File: src/rtl/zjh_scan_rx.sv
// zjh_scan_rx: receives a multiplexed 4-digit 7-segment scan and recovers the digits
// Ports:
//   Clock      rising-edge system clock
//   Aclr       asynchronous active-low reset
//   Y[3:0]     active-low digit selects (async), Y[k] low selects digit k
//   seg[6:0]   active-high segments a..g on seg[6]..seg[0] (async)
//   rx_valid   one-cycle pulse when a digit is captured
//   rx_idx     captured digit index, valid with rx_valid
//   rx_bcd     captured digit value, valid with rx_valid
//   digits     held digit values, digits[4k+3:4k] = digit k
//   frame_done one-cycle pulse once all four digits were captured
//   err        sticky error flag
module zjh_scan_rx #(
  parameter int unsigned STABLE_CYC = 2
) (
  input  logic        Clock,
  input  logic        Aclr,
  input  logic [3:0]  Y,
  input  logic [6:0]  seg,
  output logic        rx_valid,
  output logic [1:0]  rx_idx,
  output logic [3:0]  rx_bcd,
  output logic [15:0] digits,
  output logic        frame_done,
  output logic        err
);
  localparam logic [3:0] STB = 4'(STABLE_CYC);
  typedef enum logic [1:0] {WAIT, COUNT, HELD} state_t;
  state_t      state_q, state_d;
  logic [3:0]  y_s1_q, y_q;
  logic [6:0]  seg_s1_q, seg_q;
  logic [10:0] ref_q, ref_d, samp;
  logic [3:0]  cnt_q, cnt_d, bad_q, bad_d, mask_q, mask_d, sel_n, bcd;
  logic [15:0] digits_d;
  logic [1:0]  idx;
  logic        valid, multi, load, cap, err_d;

  function automatic logic [3:0] decode(input logic [6:0] s);
    case (s)
      7'b1111110: decode = 4'd0;
      7'b0110000: decode = 4'd1;
      7'b1101101: decode = 4'd2;
      7'b1111001: decode = 4'd3;
      7'b0110011: decode = 4'd4;
      7'b1011011: decode = 4'd5;
      7'b0011111,
      7'b1011111: decode = 4'd6;
      7'b1110000: decode = 4'd7;
      7'b1111111: decode = 4'd8;
      7'b1110011,
      7'b1111011: decode = 4'd9;
      7'b0000000: decode = 4'hF;
      default:    decode = 4'hE;
    endcase
  endfunction

  always_comb begin
    sel_n = ~y_q;
    // exactly one select low: non-zero and a power of two
    valid = (sel_n != 4'h0) && ((sel_n & (sel_n - 4'h1)) == 4'h0);
    multi = (sel_n != 4'h0) && !valid;
    samp  = {y_q, seg_q};
    idx   = !y_q[0] ? 2'd0 : !y_q[1] ? 2'd1 : !y_q[2] ? 2'd2 : 2'd3;
    bcd   = decode(seg_q);
    state_d = state_q;
    ref_d   = ref_q;
    cnt_d   = cnt_q;
    cap     = 1'b0;
    load    = 1'b0;
    case (state_q)
      WAIT: load = valid;
      COUNT:
        if (samp == ref_q) begin
          cnt_d   = (cnt_q == STB) ? cnt_q : cnt_q + 4'd1;
          cap     = (cnt_q == STB - 4'd1);
          state_d = cap ? HELD : COUNT;
        end else if (valid) begin
          load = 1'b1;
        end else begin
          state_d = WAIT;
          cnt_d   = 4'd0;
        end
      HELD:
        // only a select change leaves HELD; segment changes are ignored
        if (y_q != ref_q[10:7]) begin
          load    = valid;
          state_d = valid ? HELD : WAIT;
          cnt_d   = valid ? cnt_q : 4'd0;
        end
      default: state_d = WAIT;
    endcase
    // a fresh valid pair restarts the window; with a 1-cycle window it captures at once
    if (load) begin
      ref_d   = samp;
      cnt_d   = 4'd1;
      cap     = (STB == 4'd1);
      state_d = cap ? HELD : COUNT;
    end
    bad_d    = multi ? ((bad_q == STB) ? bad_q : bad_q + 4'd1) : 4'd0;
    err_d    = err | (multi && (bad_q >= STB - 4'd1)) | (cap && (bcd == 4'hE));
    // a full mask is cleared on the cycle frame_done is raised; a capture then lands in the cleared mask
    mask_d   = ((mask_q == 4'hF) ? 4'h0 : mask_q) | (cap ? (4'b0001 << idx) : 4'h0);
    digits_d = cap ? ((digits & ~(16'hF << {idx, 2'b00})) | (16'(bcd) << {idx, 2'b00})) : digits;
  end

  always_ff @(posedge Clock or negedge Aclr) begin
    if (!Aclr) begin
      y_s1_q     <= 4'hF;
      y_q        <= 4'hF;
      seg_s1_q   <= 7'h0;
      seg_q      <= 7'h0;
      state_q    <= WAIT;
      ref_q      <= {4'hF, 7'h0};
      cnt_q      <= 4'd0;
      bad_q      <= 4'd0;
      mask_q     <= 4'h0;
      digits     <= 16'hFFFF;
      rx_valid   <= 1'b0;
      rx_idx     <= 2'd0;
      rx_bcd     <= 4'd0;
      frame_done <= 1'b0;
      err        <= 1'b0;
    end else begin
      y_s1_q     <= Y;
      y_q        <= y_s1_q;
      seg_s1_q   <= seg;
      seg_q      <= seg_s1_q;
      state_q    <= state_d;
      ref_q      <= ref_d;
      cnt_q      <= cnt_d;
      bad_q      <= bad_d;
      mask_q     <= mask_d;
      digits     <= digits_d;
      rx_valid   <= cap;
      rx_idx     <= cap ? idx : rx_idx;
      rx_bcd     <= cap ? bcd : rx_bcd;
      frame_done <= (mask_q == 4'hF);
      err        <= err_d;
    end
  end
endmodule

File: config.mk
export PLATFORM = sky130hd
export DESIGN_NAME = zjh_scan_rx
export DESIGN_NICKNAME = d
export VERILOG_FILES = /design/src/rtl/zjh_scan_rx.sv
export SDC_FILE = /design/constraint.sdc
export NUM_CORES = 1
export LEC_CHECK = 0
export CAP_MARGIN = 15
export CORE_ASPECT_RATIO = 0.9
export CORE_MARGIN = 4
export CORE_UTILIZATION = 30
export CTS_CLUSTER_SIZE = 10
export DETAILED_ROUTE_END_ITERATION = 6
export GPL_ROUTABILITY_DRIVEN = 1
export GPL_TIMING_DRIVEN = 0
export PLACE_DENSITY = 0.57
export SKIP_CTS_REPAIR_TIMING = 1
export SLEW_MARGIN = 25
export SYNTH_ARGS = -nofsm -noshare
export SYNTH_HDL_FRONTEND = slang
export SYNTH_SLANG_ARGS = --single-unit
export TNS_END_PERCENT = 100
File: constraint.sdc
create_clock -name Clock -period 3.6 [get_ports Clock]
set_clock_uncertainty 0.15 [all_clocks]
set_input_delay 0.36 -clock Clock [delete_from_list [all_inputs] [get_ports Clock]]
set_output_delay 0.36 -clock Clock [all_outputs]
set_load 0.03 [all_outputs]
==> impl_metrics.tcl, run 1 <==
set metrics [dict create \
    status "finished, final reports clean" \
    ys_seq_area_share_pct 54.7 \
    floorplan.initialDensity_pct 30.8 \
    final_cells 496 \
    port_buffers 37 \
    p_sw_w 0.000714 \
    internal-power_w 0.00172 \
    max-cap-violations 0 \
    drive_gt1_share_pct 25.3 \
    areaGrowthSynthToFinish_pct 26.9 \
    clock_latency_ps 330 \
    synth_area_leaders "dfrtp_1, dfstp_2, nand2_1, mux2_2, ha_1" \
    worstPathCellList "buf_2 > xnor2_2 > nand4_4 > nor4_4 > o311ai_4 > nor2_2 > mux2_2" \
    finalHoldViolCount 0 \
    dp.cells 479 \
    crit_type "flip-flop to flip-flop" \
    max_freq_mhz 354 \
    grt_pass1_wl_mm 11.2 \
    core_area_mm2 0.0109 \
    swShare_pct 29.3 \
    tightest_slew_ps 712 \
    antenna_found_initial 0 \
    met2_length_mm 2.92 \
    synth_compound_area_share_pct 9.39 \
    layout.nets 363 \
    wl_per_cell_um 13.2 \
    synth.ff_latch_count 72 \
    clk_pin_slew_worst_paths_ps 60 \
    dr_wl_met3_um 342 \
    synth_cells 289 \
    fin_crit_ps 2820 \
    die_h_um 108 \
    pwr-share-seq_pct 41.9 \
    required_ps 3710 \
    timing.final.crit_share_pct 78.5 \
    min_path_type "flip-flop to flip-flop" \
    drt_iter0_drc 116 \
    worstPathArrival_ps 2930 \
    synth_fa_ha_area_share_pct 4.10 \
    worstSetupStartpoint "y_q[3]" \
    grt.total_usage_pct 11.0 \
    synth_cell_types 55 \
    slew_violations 0 \
    cts-buffers-inserted 9 \
    wl_met1_mm 3.22 \
    reg2reg_slack_ps 780 \
    wl_mm 6.54 \
    cts_root_buf "clkbuf_16" \
    drtPass1Iterations 4 \
    p_per_area_mw_per_mm2 572 \
    p_comb_share_pct 20.4 \
    synth-xor-area-share_pct 4.84 \
    slew_headroom_pct 52.2 \
    ir_drop_mv 0.367 \
    synth_nets 313 \
    grt_pass1_vias 2254 \
    fin_tns_setup_ps 0 \
    crit_path_end "digits[0]" \
    place_hpwl_mm 4.69 \
    vias_per_cell 4.55 \
    synth_top_family_by_area "simple AND/OR/NAND/NOR gates" \
    cpPeakStageDelay_ps 520 \
    synth_top_area_cell "dfrtp_1" \
    setup_viol 0 \
    grt_max_degree 41 \
    synthTopCellsByCount "nand2_1, dfrtp_1, dfstp_2" \
    drc_errors 0 \
    synthDominantCellAreaShare_pct 32.8 \
    gp_congestion 0.789 \
    synth-warning-count 0 \
    ys.flop_type "dfrtp_1" \
    die_w_um 120 \
    synthSimpleGateAreaFrac_pct 15.0 \
    utilization_pct 39.1 \
    rows 36 \
    syn_area_mm2 0.00336 \
    fillers 1093 \
    highest-signal-layer "met4" \
    antennaDiodeCount 0 \
    r2r_end "digits[0]" \
    postSynthAreaPerCell_um2 11.6 \
    clockBufferDepth 2 \
    start_kind "flip-flop" \
    cp_max_fo 10 \
    reg2reg_depth 7 \
    p_clk_share_pct 37.7 \
    cts.sinks 72 \
    fp.dieArea_mm2 0.0130 \
    num_io_pins 38 \
    r2r_start "y_q[3]" \
    synth_most_common_cell "nand2_1" \
    synth_mux_area_share_pct 8.38 \
    ys_async_sr_fraction_pct 100 \
    critPathSlowestCell "dfstp_2" \
    ant_nets 0 \
    cts_tree "built" \
    grt_overflow_total 0 \
    vias 2255 \
    p_leak_nw 1.85 \
    end_kind "flip-flop" \
    rsz0062_at_grt "false" \
    synth_edf_count 0 \
    h-tree-depth 3 \
]
final cells by class:
type | count | area (um2) | area share, %
Timing Repair Buffer | 39 | 398 | 9.33
Buffer | 13 | 68.8 | 1.61
Inverter | 14 | 52.6 | 1.23
Clock inverter | 5 | 63.8 | 1.50
Tap cell | 152 | 190 | 4.46
Multi-Input combinational cell | 190 | 1400 | 32.9
Clock buffer | 11 | 253 | 5.93
Sequential cell | 72 | 1840 | 43.1
worst min-delay path by stage:
stage | from | endpoint | slack, ps | depth (start not counted)
after floorplan | Aclr | bad_q[0] | -90 | 0
after global placement | seg_s1_q[2] | seg_q[2] | 180 | 0
after detailed placement | seg_s1_q[1] | seg_q[1] | 180 | 0
after CTS | Aclr | seg_s1_q[2] | -170 | 1
after global routing | seg_s1_q[4] | seg_q[4] | 200 | 0
final | seg_s1_q[1] | seg_q[1] | 200 | 0
worst max-delay path: cells and delay by family (launching register included):
kind / cells / cell delay (ps)
flip-flops: 1 / 520
AND/OR/NAND/NOR: 3 / 1050
multiplexers: 1 / 380
buffers and inverters: 1 / 190
XOR/XNOR: 1 / 150
AO/OA/AOI/OAI: 1 / 300
power groups by stage:
stage | combinational (W) | sequential [W] | clock (W)
floorplan | 0.000383 | 0.00102 | 0
global placement | 0.000487 | 0.00103 | 0
detailed placement | 0.000500 | 0.00103 | 0
CTS | 0.000502 | 0.00102 | 0.000952
global route | 0.000570 | 0.00104 | 0.000987
finish | 0.000497 | 0.00102 | 0.000920
sequential cells by signal, indices dropped and copies added, names as in the netlist:
register,cells
cnt_q,4
frame_done,1
mask_q,4
digits,16
ref_q,11
rx_valid,1
y_s1_q,4
rx_bcd,4
state_q,2
seg_q,7
y_q,4
seg_s1_q,7
bad_q,4
rx_idx,2
err,1
metal layers:
layer | vias up | track usage, %
li1 | 1100 | -
met2 | 47 | 16.4
met1 | 1096 | 14.8
met3 | 12 | 4.55
met4 | 0 | 3.35
met5 | - | 0
metrics by stage:
stage                     cell area, um2  hold WS, ps  worst slack [ps]  power [W]
after floorplan                     3360        -85.6              1150    0.00141
after global placement              3920          181              -455    0.00152
after detailed placement            3940          185               771    0.00153
after CTS                           4250         -173               737    0.00248
after global routing                4260          203               459    0.00260
final                               4260          197               776    0.00244
cells by family (layout without fill, tap and decap cells):
kind of cell	Yosys count	after routing
simple gates	96	96
xor+xnor	16	16
compound gates	43	43
flops	72	72
mux	24	24
buf+inv	27	82
fa+ha+maj	11	11
cells in the final DEF (no fill, tap or decap), types with 9 or more instances in the layout:
master,instances
nand2_1,48
dfrtp_1,44
clkdlybuf4s50_1,36
dfstp_2,28
mux2_2,15
inv_1,13
xnor2_1,12
ha_1,11
nor2_1,9
clkbuf_16,9
Note: power is estimated with default switching activity, not from simulation.
==> inputs of run 2 (changes only) <==
==> constraint.sdc (replaced) <==
create_clock -name Clock -period 2.75 [get_ports Clock]
set_clock_uncertainty 0.15 [all_clocks]
set_input_delay 0.275 -clock Clock [delete_from_list [all_inputs] [get_ports Clock]]
set_output_delay 0.275 -clock Clock [all_outputs]
set_load 0.03 [all_outputs]
==> impl_metrics.tcl, run 2 (same netlist as run 1, synthesis figures left out) <==
set metrics [dict create \
    antenna_found_initial 0 \
    dp_slack_ps -79.0 \
    cp_max_fo 9 \
    areaGrowthSynthToFinish_pct 29.5 \
    ant_nets 0 \
    place_hpwl_mm 4.69 \
    vias 2291 \
    worstPathArrival_ps 2730 \
    total_power_w 0.00323 \
    timing.final.crit_share_pct 95.1 \
    cts_root_buf "clkbuf_16" \
    wl_mm 6.56 \
    cts_tree "built" \
    fp.dieArea_mm2 0.0130 \
    max-cap-violations 0 \
    tightest_slew_ps 592 \
    gp_congestion 0.789 \
    fin_tns_setup_ps 0 \
    drt_iter0_drc 147 \
    crit_type "flip-flop to flip-flop" \
    core_area_mm2 0.0109 \
    min_path_type "input port to flip-flop" \
    slew_violations 0 \
    grt_pass1_vias 2254 \
    vias_per_cell 4.55 \
    grt_max_degree 41 \
    largest_register "digits" \
    fin_crit_ps 2620 \
    antennaDiodeCount 0 \
    grt.total_usage_pct 11.0 \
    h-tree-depth 3 \
    largest_reg_flops 16 \
    wl_per_cell_um 13.0 \
    layout.nets 370 \
    clock_latency_ps 340 \
    clockBufferDepth 2 \
    floorplan.initialDensity_pct 30.8 \
    slew_headroom_pct 60.3 \
    grt_pass1_wl_mm 11.2 \
    setup_viol 0 \
    grt_overflow_total 0 \
    max_freq_mhz 382 \
    finalHoldViolCount 0 \
    num_io_pins 38 \
    cts-buffers-inserted 9 \
    p_per_area_mw_per_mm2 743 \
    rsz0062_at_grt "false" \
    end_kind "flip-flop" \
    drc_errors 0 \
    top_regs "digits x16, ref_q x11" \
    final_cells 503 \
    drive_gt1_share_pct 28.2 \
    cts.sinks 72 \
    status "finished, final reports clean" \
    required_ps 2860 \
    final_cell_mix "nand2_1, dfrtp_1, clkdlybuf4s50_1, dfstp_2, mux2_2" \
    ir_drop_mv 0.479 \
    die_h_um 108 \
    p_leak_nw 1.90 \
    hold_slack_ps 191 \
    dp.cells 479 \
    rows 36 \
    drtPass1Iterations 4 \
    layout_commonest_cell "nand2_1" \
    die_w_um 120 \
    worst_slack_ps 134 \
    clk_pin_slew_worst_paths_ps 60 \
    port_buffers 37 \
    start_kind "flip-flop" \
]
[run 2: final cells by class]
cell class                      instances  area, um2
Fill cell                            1082       6550
Sequential cell                        72       1840
Multi-Input combinational cell        190       1430
Timing Repair Buffer                   46        450
Clock buffer                           11        253
Tap cell                              152        190
Buffer                                 13       71.3
Clock inverter                          5       63.8
Inverter                               14       52.6
[run 2: power by group]
part           switching (W)  internal [W]  leakage (nW)
combinational       0.000391      0.000296         0.895
sequential          0.000112       0.00123         0.850
clock               0.000447      0.000757         0.152
[run 2: stage by stage]
step                cell area [um2]  util [%]
floorplan                      3360         -
global placement               3920      36.0
finish                         4350      39.9
CTS                            4250      39.0
global route                   4350      39.9
detailed placement             3940      36.1
[run 2: worst max-delay path, stage by stage, from the launching register on]
cell	delay, ps
dfstp_2	520
buf_2	200
xnor2_2	150
nand4_4	230
nor4_4	400
o311ai_4	150
buf_4	180
nor2_4	190
mux2_2	360
[run 2: routing by layer]
metal  track usage (%)  vias to the layer above  routed length (um)
met5                 0                        -                   0
met2              16.4                       49                2930
li1                  -                     1112                   -
met1              14.8                     1123                3250
met4              3.35                        0                  57
met3              4.55                        7                 326
[run 2: final timing paths]
path                       cells past startpoint  slack [ps]           to   startpoint
setup reg to reg                               8         130    digits[0]       y_q[3]
max in group asynchronous                      3        1560   digits[12]         Aclr
hold / removal                                 1         190    y_s1_q[3]         Y[3]
min in group asynchronous                      2         270  seg_s1_q[4]         Aclr
setup / recovery                               8         130    digits[0]       y_q[3]
hold reg to reg                                0         200     seg_q[1]  seg_s1_q[1]
==> inputs of run 3 (changes only) <==
--- a/config.mk
+++ b/config.mk
@@ -15,7 +15,7 @@
 export GPL_TIMING_DRIVEN = 0
 export PLACE_DENSITY = 0.57
 export SKIP_CTS_REPAIR_TIMING = 1
-export SLEW_MARGIN = 25
+export SLEW_MARGIN = 15
 export SYNTH_ARGS = -nofsm -noshare
 export SYNTH_HDL_FRONTEND = slang
 export SYNTH_SLANG_ARGS = --single-unit
==> results of run 3 <==
Final layout, timing and power as in run 2 (identical DEF).
